### config.mk
export PLATFORM = sky130hd
export DESIGN_NAME = periph_rx_arbiter
export DESIGN_NICKNAME = d
export VERILOG_FILES = /design/src/rtl/periph_rx_arbiter.sv
export SDC_FILE = /design/constraint.sdc
export NUM_CORES = 1
export LEC_CHECK = 0
export BUFFER_PORTS_ARGS = -buffer_cell sky130_fd_sc_hd__buf_2
export CAP_MARGIN = 25
export CORE_ASPECT_RATIO = 0.5
export CORE_MARGIN = 2
export CORE_UTILIZATION = 42
export DETAILED_ROUTE_END_ITERATION = 8
export HOLD_SLACK_MARGIN = 0.06
export PLACE_DENSITY = 0.84
export SLEW_MARGIN = 20
export SYNTH_ARGS = -nofsm -noshare
export SYNTH_HDL_FRONTEND = slang
export SYNTH_SLANG_ARGS = --single-unit
### constraint.sdc
create_clock -name clk -period 2.33 [get_ports clk]
set_input_delay 0.466 -clock clk [delete_from_list [all_inputs] [get_ports clk]]
set_output_delay 0.466 -clock clk [all_outputs]
set_load 0.03 [all_outputs]
### src/rtl/periph_rx_arbiter.sv
// periph_rx_arbiter
// Host-side reader for the per-peripheral RX FIFOs. Packets are pulled one at
// a time from NUM_PERIPHS standard FIFOs (1-cycle read latency) and handed to
// the USB transmit path over a valid/ready interface. Peripherals are served
// round-robin. Each grant may read at most BURST_LEN packets.
//
// Optional feature: define PERIPH_RX_ARB_URGENT_EN to give priority to
// requesters whose FIFO reports almost-full. Such a requester is also allowed
// to cut short the burst of a non-urgent grant. When the macro is undefined,
// periph_rx_almost_full is ignored.
//
// Read pipeline per packet:
//   READ    : rd_en pulses for one cycle
//   CAPTURE : FIFO dout is valid and is registered into usb_data
//   PRESENT : usb_valid is held until usb_ready
// periph_rx_empty is only consulted again in PRESENT. By then the flag already
// reflects the read that was just issued, so a FIFO is never read once too often.

module periph_rx_arbiter #(
    parameter int NUM_PERIPHS  = 4,
    parameter int PACKET_WIDTH = 32,
    parameter int BURST_LEN    = 4
) (
    input  logic                                 clk,
    input  logic                                 rst,
    input  logic [NUM_PERIPHS*PACKET_WIDTH-1:0]  periph_rx_data,
    input  logic [NUM_PERIPHS-1:0]               periph_rx_empty,
    input  logic [NUM_PERIPHS-1:0]               periph_rx_almost_full,
    input  logic [NUM_PERIPHS-1:0]               periph_ready,
    output logic [NUM_PERIPHS-1:0]               periph_rx_read,
    output logic [PACKET_WIDTH-1:0]              usb_data,
    output logic                                 usb_valid,
    input  logic                                 usb_ready,
    output logic [$clog2(NUM_PERIPHS)-1:0]       grant,
    output logic                                 busy
);

    localparam int PTR_W = $clog2(NUM_PERIPHS);
    localparam int CNT_W = $clog2(BURST_LEN + 1);

    typedef enum logic [1:0] {
        IDLE    = 2'd0,
        READ    = 2'd1,
        CAPTURE = 2'd2,
        PRESENT = 2'd3
    } state_t;

    state_t                  state;
    state_t                  next_state;

    logic [PTR_W-1:0]        last_ptr;
    logic [CNT_W-1:0]        burst_cnt;

    logic [NUM_PERIPHS-1:0]  req;
    logic [NUM_PERIPHS-1:0]  search_mask;
    logic [NUM_PERIPHS-1:0]  grant_oh;
    logic [PACKET_WIDTH-1:0] rx_word [NUM_PERIPHS];

    logic                    hit;
    logic [PTR_W-1:0]        hit_idx;
    logic [PTR_W:0]          cand;

    logic                    transfer;
    logic                    burst_more;
    logic                    preempt;

    // A peripheral requests only when it has data and has finished its own reset.
    assign req = ~periph_rx_empty & periph_ready;

    // One-hot form of the current grant. It drives rd_en and masks the grant out of the urgent check.
    assign grant_oh = {{(NUM_PERIPHS-1){1'b0}}, 1'b1} << grant;

    // Split the flattened FIFO outputs into one word per peripheral.
    for (genvar g = 0; g < NUM_PERIPHS; g++) begin : g_unpack
        assign rx_word[g] = periph_rx_data[g*PACKET_WIDTH +: PACKET_WIDTH];
    end

`ifdef PERIPH_RX_ARB_URGENT_EN
    logic [NUM_PERIPHS-1:0] urgent;

    // Urgent requesters hide the other requesters from the search. An urgent
    // requester other than the grant ends a non-urgent burst early.
    assign urgent      = req & periph_rx_almost_full;
    assign search_mask = (|urgent) ? urgent : req;
    assign preempt     = ~urgent[grant] & (|(urgent & ~grant_oh));
`else
    logic unused_almost_full;

    // Plain round-robin. The almost-full flags play no part in this build.
    assign search_mask        = req;
    assign preempt            = 1'b0;
    assign unused_almost_full = ^periph_rx_almost_full;
`endif

    // Round-robin search. Start one past the last burst owner, wrap modulo NUM_PERIPHS, take the first hit.
    always_comb begin
        hit     = 1'b0;
        hit_idx = '0;
        cand    = '0;
        for (int k = 1; k <= NUM_PERIPHS; k++) begin
            cand = {1'b0, last_ptr} + (PTR_W+1)'(k);
            if (cand >= (PTR_W+1)'(NUM_PERIPHS)) begin
                cand = cand - (PTR_W+1)'(NUM_PERIPHS);
            end
            if (!hit && search_mask[cand[PTR_W-1:0]]) begin
                hit     = 1'b1;
                hit_idx = cand[PTR_W-1:0];
            end
        end
    end

    // A packet leaves in the cycle where PRESENT meets usb_ready. The burst goes
    // on only if it has room, the grant still requests, and nobody preempts it.
    assign transfer   = (state == PRESENT) && usb_ready;
    assign burst_more = ((int'(burst_cnt) + 1) < BURST_LEN) && req[grant] && !preempt;

    // State register.
    always_ff @(posedge clk or posedge rst) begin
        if (rst) begin
            state <= IDLE;
        end else begin
            state <= next_state;
        end
    end

    // Next-state logic: IDLE -> READ -> CAPTURE -> PRESENT, then loop for the burst or return to IDLE.
    always_comb begin
        next_state = state;
        case (state)
            IDLE: begin
                if (hit) begin
                    next_state = READ;
                end
            end
            READ: begin
                next_state = CAPTURE;
            end
            CAPTURE: begin
                next_state = PRESENT;
            end
            PRESENT: begin
                if (transfer) begin
                    next_state = burst_more ? READ : IDLE;
                end
            end
            default: begin
                next_state = IDLE;
            end
        endcase
    end

    // State-decoded outputs. rd_en can only go high in READ, so at most one bit is set.
    always_comb begin
        periph_rx_read = '0;
        busy           = (state != IDLE);
        if (state == READ) begin
            periph_rx_read = grant_oh;
        end
    end

    // Datapath: grant and burst bookkeeping, round-robin pointer, output holding register.
    always_ff @(posedge clk or posedge rst) begin
        if (rst) begin
            grant     <= '0;
            last_ptr  <= PTR_W'(NUM_PERIPHS - 1);
            burst_cnt <= '0;
            usb_data  <= '0;
            usb_valid <= 1'b0;
        end else begin
            case (state)
                IDLE: begin
                    if (hit) begin
                        grant     <= hit_idx;
                        burst_cnt <= '0;
                    end
                end
                CAPTURE: begin
                    usb_data  <= rx_word[grant];
                    usb_valid <= 1'b1;
                end
                PRESENT: begin
                    if (transfer) begin
                        burst_cnt <= burst_cnt + 1'b1;
                        usb_valid <= 1'b0;
                        if (!burst_more) begin
                            last_ptr <= grant;
                        end
                    end
                end
                default: begin
                end
            endcase
        end
    end

endmodule

==> flow_metrics.py, run 1 <==
metrics = {
    "drt": {
        "wirelength_per_cell_um": 16.3,
        "detail_route.iter0.violations": 135,
        "wl_met2_mm": 3.98,
        "antenna_left": 0,
        "via_density_per_instance": 5.22,
        "routed_wl_mm": 7.38,
        "first_pass_iters": 4,
        "wl_met3_um": 410,
        "drt-met1-wl_mm": 2.93,
        "route.top_layer_used": "met4",
        "detail_route.drc_violations": 0,
        "vias": 2363,
    },
    "synthesis": {
        "synth.yosys.seq_area_share_pct": 39.4,
        "syn-num-nets": 334,
        "post_synthesis_sequential_element_count": 42,
        "synth-warning-count": 0,
        "synth.top_cells.by_area": "dfrtp_1 (37%), mux4_2 (28%), mux2_2 (14%), ha_1 (2.8%), dfstp_2 (2.0%)",
        "synthDominantAreaCellType": "dfrtp_1",
        "synth.top_cell.area_share_pct": 37.4,
        "synthesis.area_per_instance_um2": 14.5,
        "ys_types": 38,
        "syn_inst": 185,
        "area_of_the_mapped_netlist_um2": 2670,
    },
    "global_route": {
        "grt_antenna_before_repair": 0,
        "grt_max_degree": 40,
        "grt.total_usage_pct": 20.8,
        "grt_remaining_overflow": 0,
        "vias_in_the_first_global_route": 2419,
        "grt_first_pass_wirelength_mm": 11.3,
    },
    "timing": {
        "maxSlewHeadroom_pct": 57.2,
        "final_min_period_over_clock_period_pct": 85.7,
        "worst_slew_pin_slew_ns": 0.642,
        "timing.final.max_slew_violations": 0,
        "final_hold_viol_count": 0,
        "timing.final.setup_violations": 0,
        "min_period_ns": 2.00,
        "rsz_0062_raised_after_global_routing": "false",
        "clock.fmax_mhz": 501,
        "timing.clock.skew_ns": 0.00781,
        "tns_ns": 0,
    },
    "placement": {
        "input_output_buffers": 178,
        "detailed_place_hpwl_mm": 5.95,
        "place_congestion": 0.771,
        "cell_area_after_placement_um2": 3670,
    },
    "clocking": {
        "cts-hold-fix-buffers": 0,
        "cts.path.max_buffers": 2,
        "postCtsSetupBuffers": 0,
        "clock_sinks": 42,
        "cts_root_buffer": "clkbuf_16",
        "clk_latency_ns": 0.28,
        "ctsResizeCount": 0,
        "cts-htree-levels": 2,
        "cts_tree": "yes",
        "numCtsBuffers": 5,
        "path_clk_slew_ns": 0.06,
    },
    "setup_path": {
        "critical_path.startpoint": "grant[1]",
        "critical_path.reg2reg.startpoint": "grant[0]",
        "setup.worst_path.class": "flip-flop to primary output",
        "worstPathMaxFanout": 39,
        "critPathArrivalTime_ns": 1.53,
        "timing.reg2reg.worst_path_depth": 3,
        "rr_endpoint": "usb_data[7]",
        "crit_path_start_kind": "flip-flop",
        "crit_path_end_kind": "primary output",
        "critPathRequiredTime_ns": 1.86,
        "reg_to_reg_slack_setup_ns": 0.36,
    },
    "power_and_ir_drop": {
        "p_leak_nw": 1.85,
        "power_density_nw_per_um2": 1340,
        "power.ir.vdd_worst_mv": 0.524,
    },
    "finish": {
        "area_growth_syn_to_layout_pct": 43.9,
        "stdcell_area_um2": 3850,
        "fraction_of_layout_cells_with_a_size_suffix_above_1_pct": 72.6,
        "layout.cells.most_common": "buf_2",
        "antennaDiodeCount": 0,
        "finalNetCount": 513,
        "fillCellCount": 504,
        "layout.cells.most_common_list": "buf_2 (178), dfrtp_1 (39), mux4_2 (33), mux2_2 (33), nand2_1 (9)",
    },
    "status": {
        "outcome": "finished, final reports clean",
    },
    "floorplan": {
        "floorplan.rows": 20,
        "fp.coreArea_um2": 6110,
        "dieArea_um2": 7060,
        "die_span_x_um": 117,
        "initial_core_util_pct": 43.8,
        "design.portCount": 183,
        "die_h_um": 60.4,
    },
    "worst_hold_path": {
        "hp-class": "input pin to async pin",
    },
    "job": {
        "max_cap_violations": 0,
    },
}
[worst max-delay path: stages (launching register included)]
cell and delay, ns:
dfrtp_1 0.36, buf_4 0.46, and3b_1 0.23, buf_2 0.19
[kinds of logic (layout without fill, tap and decap cells)]
| group | Yosys count | in the layout | synth area share, % |
|---|---|---|---|
| DFF | 42 | 42 | 39.4 |
| and+or+nand+nor | 30 | 30 | 6.32 |
| muxes | 69 | 69 | 42.9 |
| AOI/OAI and AO/OA | 21 | 21 | 5.62 |
| adders and majority gates | 6 | 6 | 2.81 |
| buffers and inverters | 17 | 197 | 2.95 |
[registers in the layout, indices dropped and copies added (netlist names)]
| name | cells |
|---|---|
| burst_cnt | 3 |
| usb_valid | 1 |
| state | 2 |
| usb_data | 32 |
| last_ptr | 2 |
| grant | 2 |
[final cells by class]
type	instances	area [µm²]	share of cell area, %
clock buffer	6	129	3.35
timing repair buffer	184	956	24.8
sequential	42	1050	27.4
clock inverter	2	37.5	0.976
inverter	5	18.8	0.488
tap	88	110	2.86
multi-input combinational	126	1540	40.1
[stage by stage]
step	power [W]	utilization [%]	hold WS [ns]	setup WS (ns)	cells
final	0.00517	63.0	0.147	0.333	453
after global routing	0.00550	63.0	0.171	0.224	453
after CTS	0.00522	62.8	0.296	0.317	452
after detailed placement	0.00443	60.0	0.477	0.326	444
after global placement	0.00430	60.0	0.483	0.382	444
after floorplan	0.00362	-	0.496	0.168	185
[report_power, final]
| group | switching (W) | internal (W) |
|---|---|---|
| Sequential | 0.000290 | 0.00112 |
| Combinational | 0.00158 | 0.00141 |
| Clock | 0.000269 | 0.000506 |
| Total | 0.00214 | 0.00303 |
[worst max-delay path by stage]
stage | to | slack [ns]
after floorplan | periph_rx_read[0] | 0.17
after global placement | usb_data[27] | 0.38
after detailed placement | usb_data[15] | 0.33
after CTS | periph_rx_read[2] | 0.32
after global routing | usb_data[15] | 0.22
final | periph_rx_read[2] | 0.33
[synth_stat cells, drive strengths merged]
| cell type | number |
|---|---|
| dfrtp | 40 |
| mux2 | 35 |
| mux4 | 33 |
| nand2 | 9 |
| buf | 7 |
| ha | 6 |
| o21ai | 6 |
| clkbuf | 5 |
| inv | 5 |
| nor2 | 5 |
| nand2b | 4 |
| a22o | 3 |
| a21o | 2 |
| a21oi | 2 |
| a31oi | 2 |
| dfstp | 2 |
| nand3 | 2 |
| nor2b | 2 |
| o2bb2ai | 2 |
| or2 | 2 |
| a221oi | 1 |
| and3 | 1 |
| and3b | 1 |
| mux2i | 1 |
| nand3b | 1 |
| nand4 | 1 |
| nor3 | 1 |
| nor3b | 1 |
| o211a | 1 |
| o21a | 1 |
| o32ai | 1 |
[per-layer routing]
layer,global-route usage [%],vias up
li1,-,1087
met1,25.3,1180
met2,38.7,88
met3,4.80,8
met4,5.21,0
met5,0,-
(Power assumes the default switching activity.)
==> inputs of run 2 (changes only) <==
--- a/config.mk
+++ b/config.mk
@@ -13,6 +13,7 @@
 export DETAILED_ROUTE_END_ITERATION = 8
 export HOLD_SLACK_MARGIN = 0.06
 export PLACE_DENSITY = 0.84
+export REMOVE_ABC_BUFFERS = 1
 export SLEW_MARGIN = 20
 export SYNTH_ARGS = -nofsm -noshare
 export SYNTH_HDL_FRONTEND = slang
==> flow_metrics.py, run 2 (synthesis gave the netlist of run 1 again) <==
metrics = {
    "finish": {
        "post_route_utilization_pct": 63.0,
        "layout.cells.most_common": "buf_2",
        "largest_register_ffs": 32,
        "finalNetCount": 514,
        "largest-register": "usb_data",
        "fraction_of_layout_cells_with_a_size_suffix_above_1_pct": 72.7,
        "antennaDiodeCount": 0,
        "fillCellCount": 519,
        "layout.cells.non_filler": 454,
        "area_growth_syn_to_layout_pct": 43.9,
        "largestRegisters": "usb_data (32), burst_cnt (3)",
        "layout.cells.most_common_list": "buf_2 (178), dfrtp_1 (39), mux4_2 (33), mux2_2 (33), nand2_1 (9)",
    },
    "placement": {
        "input_output_buffers": 178,
        "detailed_place_hpwl_mm": 6.37,
        "place_congestion": 0.824,
        "post-place-cells": 446,
    },
    "setup_path": {
        "worstPathMaxFanout": 5,
        "critPathArrivalTime_ns": 1.45,
        "crit_path_start_kind": "flip-flop",
        "setup.worst_path.class": "flip-flop to primary output",
        "critPathRequiredTime_ns": 1.86,
        "crit_path_end_kind": "primary output",
    },
    "clocking": {
        "cts_root_buffer": "clkbuf_16",
        "cts_tree": "yes",
        "ctsResizeCount": 0,
        "clk_latency_ns": 0.28,
        "path_clk_slew_ns": 0.06,
        "cts-htree-levels": 2,
        "clock_sinks": 42,
        "cts.path.max_buffers": 2,
        "numCtsBuffers": 5,
        "cts-hold-fix-buffers": 0,
        "postCtsSetupBuffers": 0,
    },
    "power_and_ir_drop": {
        "power.share.combinational_pct": 60.2,
        "power.share.switching_pct": 42.0,
        "p_switching_w": 0.00214,
        "p_leak_nw": 1.86,
        "power.ir.vdd_worst_mv": 0.498,
        "power_density_nw_per_um2": 1330,
        "part_of_the_power_in_registers_pct": 26.4,
        "cellInternalPower_w": 0.00296,
        "pwr-share-clk_pct": 13.5,
    },
    "drt": {
        "detail_route.iter0.violations": 113,
        "detail_route.drc_violations": 0,
        "via_density_per_instance": 5.16,
        "antenna_left": 0,
        "first_pass_iters": 4,
        "routed_wl_mm": 7.76,
        "wirelength_per_cell_um": 17.1,
        "vias": 2344,
    },
    "floorplan": {
        "dieArea_um2": 7060,
        "die_h_um": 60.4,
        "initial_core_util_pct": 43.8,
        "die_span_x_um": 117,
        "floorplan.rows": 20,
        "fp.coreArea_um2": 6110,
        "design.portCount": 183,
    },
    "global_route": {
        "grt_antenna_before_repair": 0,
        "grt_first_pass_wirelength_mm": 11.9,
        "grt_remaining_overflow": 0,
        "vias_in_the_first_global_route": 2471,
        "grt.total_usage_pct": 22.4,
        "grt_max_degree": 34,
    },
    "timing": {
        "rsz_0062_raised_after_global_routing": "false",
        "final_hold_viol_count": 0,
        "clock.fmax_mhz": 523,
        "maxSlewHeadroom_pct": 56.5,
        "timing.clock.skew_ns": 0.00498,
        "fin_worst_hold_slack_ns": 0.195,
        "timing.final.setup_violations": 0,
        "worst_slew_pin_slew_ns": 0.648,
        "min_period_ns": 1.91,
        "final_min_period_over_clock_period_pct": 82.1,
        "timing.final.max_slew_violations": 0,
    },
    "job": {
        "max_cap_violations": 0,
    },
    "worst_hold_path": {
        "hp-class": "input pin to async pin",
    },
    "status": {
        "outcome": "finished, final reports clean",
    },
}
==> run 2: cell count changes in the layout (fill, tap and decap cells not counted) <==
cell        change
buf_16          +1
buf_4           +1
buf_8           -1
bufinv_16       -1
clkbuf_8        +1
clkinv_2        +1
clkinvlp_4      -1
==> run 2: power groups by stage <==
| stage | Sequential, W | Clock [W] | Combinational (W) |
|---|---|---|---|
| after detailed placement | 0.00136 | 0 | 0.00309 |
| after global routing | 0.00139 | 0.000746 | 0.00328 |
| after global placement | 0.00132 | 0 | 0.00298 |
| final | 0.00135 | 0.000688 | 0.00307 |
| after floorplan | 0.00213 | 0 | 0.00145 |
| after CTS | 0.00135 | 0.000707 | 0.00310 |
==> run 2: worst max-delay path, stage by stage (launching register included) <==
cell and delay (ns):
dfrtp_1 0.42, inv_1 0.12, ha_1 0.20, nor3b_1 0.19, buf_2 0.23
==> run 2: path summary, 6_finish.rpt <==
path / to / cells past startpoint / slack [ns] / startpoint
max: periph_rx_read[0] / 4 / 0.42 / state[1]
min: usb_valid / 2 / 0.20 / rst
max reg2reg: state[1] / 6 / 0.51 / state[0]
min reg2reg: usb_data[17] / 1 / 0.50 / usb_data[17]
max in group asynchronous: usb_data[17] / 4 / 1.46 / rst
min in group clk: usb_data[17] / 1 / 0.50 / usb_data[17]
==> run 2: final cells by class <==
| type | count | area (µm²) | share of cell area [%] |
|---|---|---|---|
| well taps | 88 | 110 | 2.86 |
| clock inverters | 1 | 5.00 | 0.130 |
| repair buffers | 185 | 976 | 25.4 |
| flip-flops and latches | 42 | 1050 | 27.4 |
| clock buffers | 7 | 143 | 3.71 |
| inverters | 5 | 18.8 | 0.488 |
| multi-input cells | 126 | 1540 | 40.1 |
==> run 2: layer usage <==
layer	global-route usage (%)	vias to the layer above	routed length (µm)
met2	43.4	50	4530
met5	0	-	0
met3	4.50	6	211
met4	5.55	0	59
li1	-	1083	-
met1	26.1	1205	2950
==> run 2: stage by stage <==
| step | total power (W) | worst slack [ns] | instance area, µm² | TNS, ns |
|---|---|---|---|---|
| 4_1_cts | 0.00515 | 0.415 | 3850 | 0 |
| 3_3_place_gp | 0.00430 | 0.500 | 3670 | 0 |
| 2_1_floorplan | 0.00358 | -0.414 | 2610 | -13.68 |
| 6_report | 0.00510 | 0.417 | 3850 | 0 |
| 5_1_grt | 0.00542 | 0.245 | 3850 | 0 |
| 3_5_place_dp | 0.00445 | 0.478 | 3700 | 0 |
==> inputs of run 3 (changes only) <==
--- a/config.mk
+++ b/config.mk
@@ -9,10 +9,10 @@
 export CAP_MARGIN = 25
 export CORE_ASPECT_RATIO = 0.5
 export CORE_MARGIN = 2
-export CORE_UTILIZATION = 42
+export CORE_UTILIZATION = 38
 export DETAILED_ROUTE_END_ITERATION = 8
 export HOLD_SLACK_MARGIN = 0.06
-export PLACE_DENSITY = 0.84
+export PLACE_DENSITY = 0.8
 export REMOVE_ABC_BUFFERS = 1
 export SLEW_MARGIN = 20
 export SYNTH_ARGS = -nofsm -noshare
==> constraint.sdc (replaced) <==
create_clock -name clk -period 1.7 [get_ports clk]
set_input_delay 0.34 -clock clk [delete_from_list [all_inputs] [get_ports clk]]
set_output_delay 0.34 -clock clk [all_outputs]
set_load 0.03 [all_outputs]
==> flow_metrics.py, run 3 (synthesis gave the netlist of run 1 again) <==
metrics = {
    "drt": {
        "detail_route.iter0.violations": 93,
        "via_density_per_instance": 5.07,
        "wirelength_per_cell_um": 15.7,
        "first_pass_iters": 4,
        "routed_wl_mm": 7.34,
        "detail_route.drc_violations": 0,
        "antenna_left": 0,
        "vias": 2367,
    },
    "finish": {
        "area_occupied_by_multi_input_gates_um2": 1550,
        "largest-register": "usb_data",
        "sequential_area_um2": 1050,
        "layout.cells.most_common_list": "buf_2 (174), dfrtp_1 (39), mux4_2 (33), mux2_2 (33), buf_4 (13)",
        "largestRegisters": "usb_data (32), burst_cnt (3)",
        "largest_register_ffs": 32,
        "finalNetCount": 523,
        "fillCellCount": 596,
        "fraction_of_layout_cells_with_a_size_suffix_above_1_pct": 74.4,
        "layout.cells.most_common": "buf_2",
        "stdcell_area_um2": 3970,
        "post_route_utilization_pct": 58.8,
        "antennaDiodeCount": 0,
        "area_growth_syn_to_layout_pct": 48.6,
    },
    "timing": {
        "timing.final.setup_violations": 0,
        "maxSlewHeadroom_pct": 67.6,
        "worst_slew_pin_slew_ns": 0.484,
        "clock.fmax_mhz": 598,
        "fin_worst_hold_slack_ns": 0.482,
        "final_min_period_over_clock_period_pct": 98.4,
        "final_hold_viol_count": 0,
        "timing.final.max_slew_violations": 0,
        "rsz_0062_raised_after_global_routing": "true",
        "min_period_ns": 1.67,
        "timing.clock.skew_ns": 0.00252,
    },
    "clocking": {
        "cts-htree-levels": 2,
        "numCtsBuffers": 5,
        "clk_latency_ns": 0.29,
        "cts_tree": "yes",
        "cts_root_buffer": "clkbuf_16",
        "clock_sinks": 42,
        "path_clk_slew_ns": 0.06,
        "cts.path.max_buffers": 2,
    },
    "power_and_ir_drop": {
        "p_leak_nw": 1.90,
        "p_total_w": 0.00720,
        "power_density_nw_per_um2": 1810,
        "power.ir.vdd_worst_mv": 0.646,
    },
    "setup_path": {
        "worstPathMaxFanout": 4,
        "crit_slowest_cell": "dfrtp_1",
        "crit_path_start_kind": "flip-flop",
        "reg_to_reg_slack_setup_ns": 0.11,
        "crit_path_end": "periph_rx_read[3]",
        "path_cells": "buf_4 > ha_2 > and3_1 > buf_4",
        "critPathArrivalTime_ns": 1.33,
        "crit_path_end_kind": "primary output",
        "setup.worst_path.class": "flip-flop to primary output",
        "rr_endpoint": "last_ptr[0]",
        "cpMostUsedCell": "buf_4",
        "critical_path.reg2reg.startpoint": "burst_cnt[0]",
        "timing.reg2reg.worst_path_depth": 5,
        "max_stage_delay_ns": 0.37,
        "critical_path.startpoint": "state[0]",
        "critPathRequiredTime_ns": 1.36,
    },
    "floorplan": {
        "initial_core_util_pct": 39.6,
        "dieArea_um2": 7760,
        "die_span_x_um": 123,
        "design.portCount": 183,
        "die_h_um": 63.3,
        "fp.coreArea_um2": 6750,
        "floorplan.rows": 21,
    },
    "global_route": {
        "grt_first_pass_wirelength_mm": 11.9,
        "grt_max_degree": 34,
        "vias_in_the_first_global_route": 2399,
        "grt.total_usage_pct": 20.0,
        "grt_antenna_before_repair": 0,
        "grt_remaining_overflow": 0,
    },
    "placement": {
        "input_output_buffers": 178,
        "detailed_place_hpwl_mm": 6.03,
        "place_congestion": 0.783,
        "cell_area_after_placement_um2": 3780,
    },
    "status": {
        "outcome": "finished, final reports clean",
    },
    "job": {
        "max_cap_violations": 0,
    },
    "worst_hold_path": {
        "hp-class": "input pin to flip-flop",
        "min-delay-start": "usb_ready",
    },
}
## run 3: changes by cell type in the layout (fill, tap and decap cells not counted), moves of 2 or more
cell	delta
buf_2	-4
buf_12	+3
buf_6	+2
ha_2	+2
buf_4	+8
ha_1	-2
## run 3: through the flow
stage | setup WS (ns) | setup TNS [ns] | cells
after CTS | 0.00176 | 0 | 466
after floorplan | -1.04 | -38.35 | 173
after global routing | -0.0269 | -0.0633 | 467
final | 0.0265 | 0 | 467
after detailed placement | -0.0155 | -0.0306 | 457
after global placement | 0.0139 | 0 | 457
## run 3: power by group
group          leakage, nW  internal [W]  switching (W)
logic                 1.33       0.00212        0.00229
clock network       0.0729      0.000581       0.000393
registers            0.495       0.00153       0.000281
## run 3: critical path: cells and delay by family, from the launching register on
kind | cells | cell delay [ns]
simple gates | 1 | 0.18
flops | 1 | 0.37
fa+ha+maj | 1 | 0.19
buf+inv | 2 | 0.30
## run 3: per-layer routing
layer / share of wire (%) / up-vias / global-route usage, %
met3: 3.6 / 12 / 4.17
met4: 1.9 / 0 / 7.04
met2: 55 / 48 / 35.5
li1: - / 1101 / -
met1: 40 / 1206 / 24.2
met5: 0 / - / 0
## run 3: cell type report
type | count | area share [%]
Multi-Input combinational cell | 126 | 39.1
Sequential cell | 42 | 26.6
Clock inverter | 2 | 0.315
Inverter | 5 | 0.472
Tap cell | 92 | 2.90
Clock buffer | 6 | 3.50
Timing Repair Buffer | 194 | 27.2
## run 3: what timing repair did
action                                  4_1_cts  5_1_grt
endpoints found under the setup margin        3        9
setup buffers                                 0        1
gates resized for setup                       4        7
endpoints found under the hold margin        11        0
hold buffers                                  1        0
## run 3: worst min path at each step
stage / to / slack (ns) / cells after the start
after floorplan: burst_cnt[1] / 0.50 / 1
after global placement: usb_data[12] / 0.31 / 2
after detailed placement: usb_data[21] / 0.32 / 2
after CTS: burst_cnt[2] / 0.47 / 3
after global routing: usb_data[31] / 0.49 / 3
final: burst_cnt[2] / 0.48 / 3
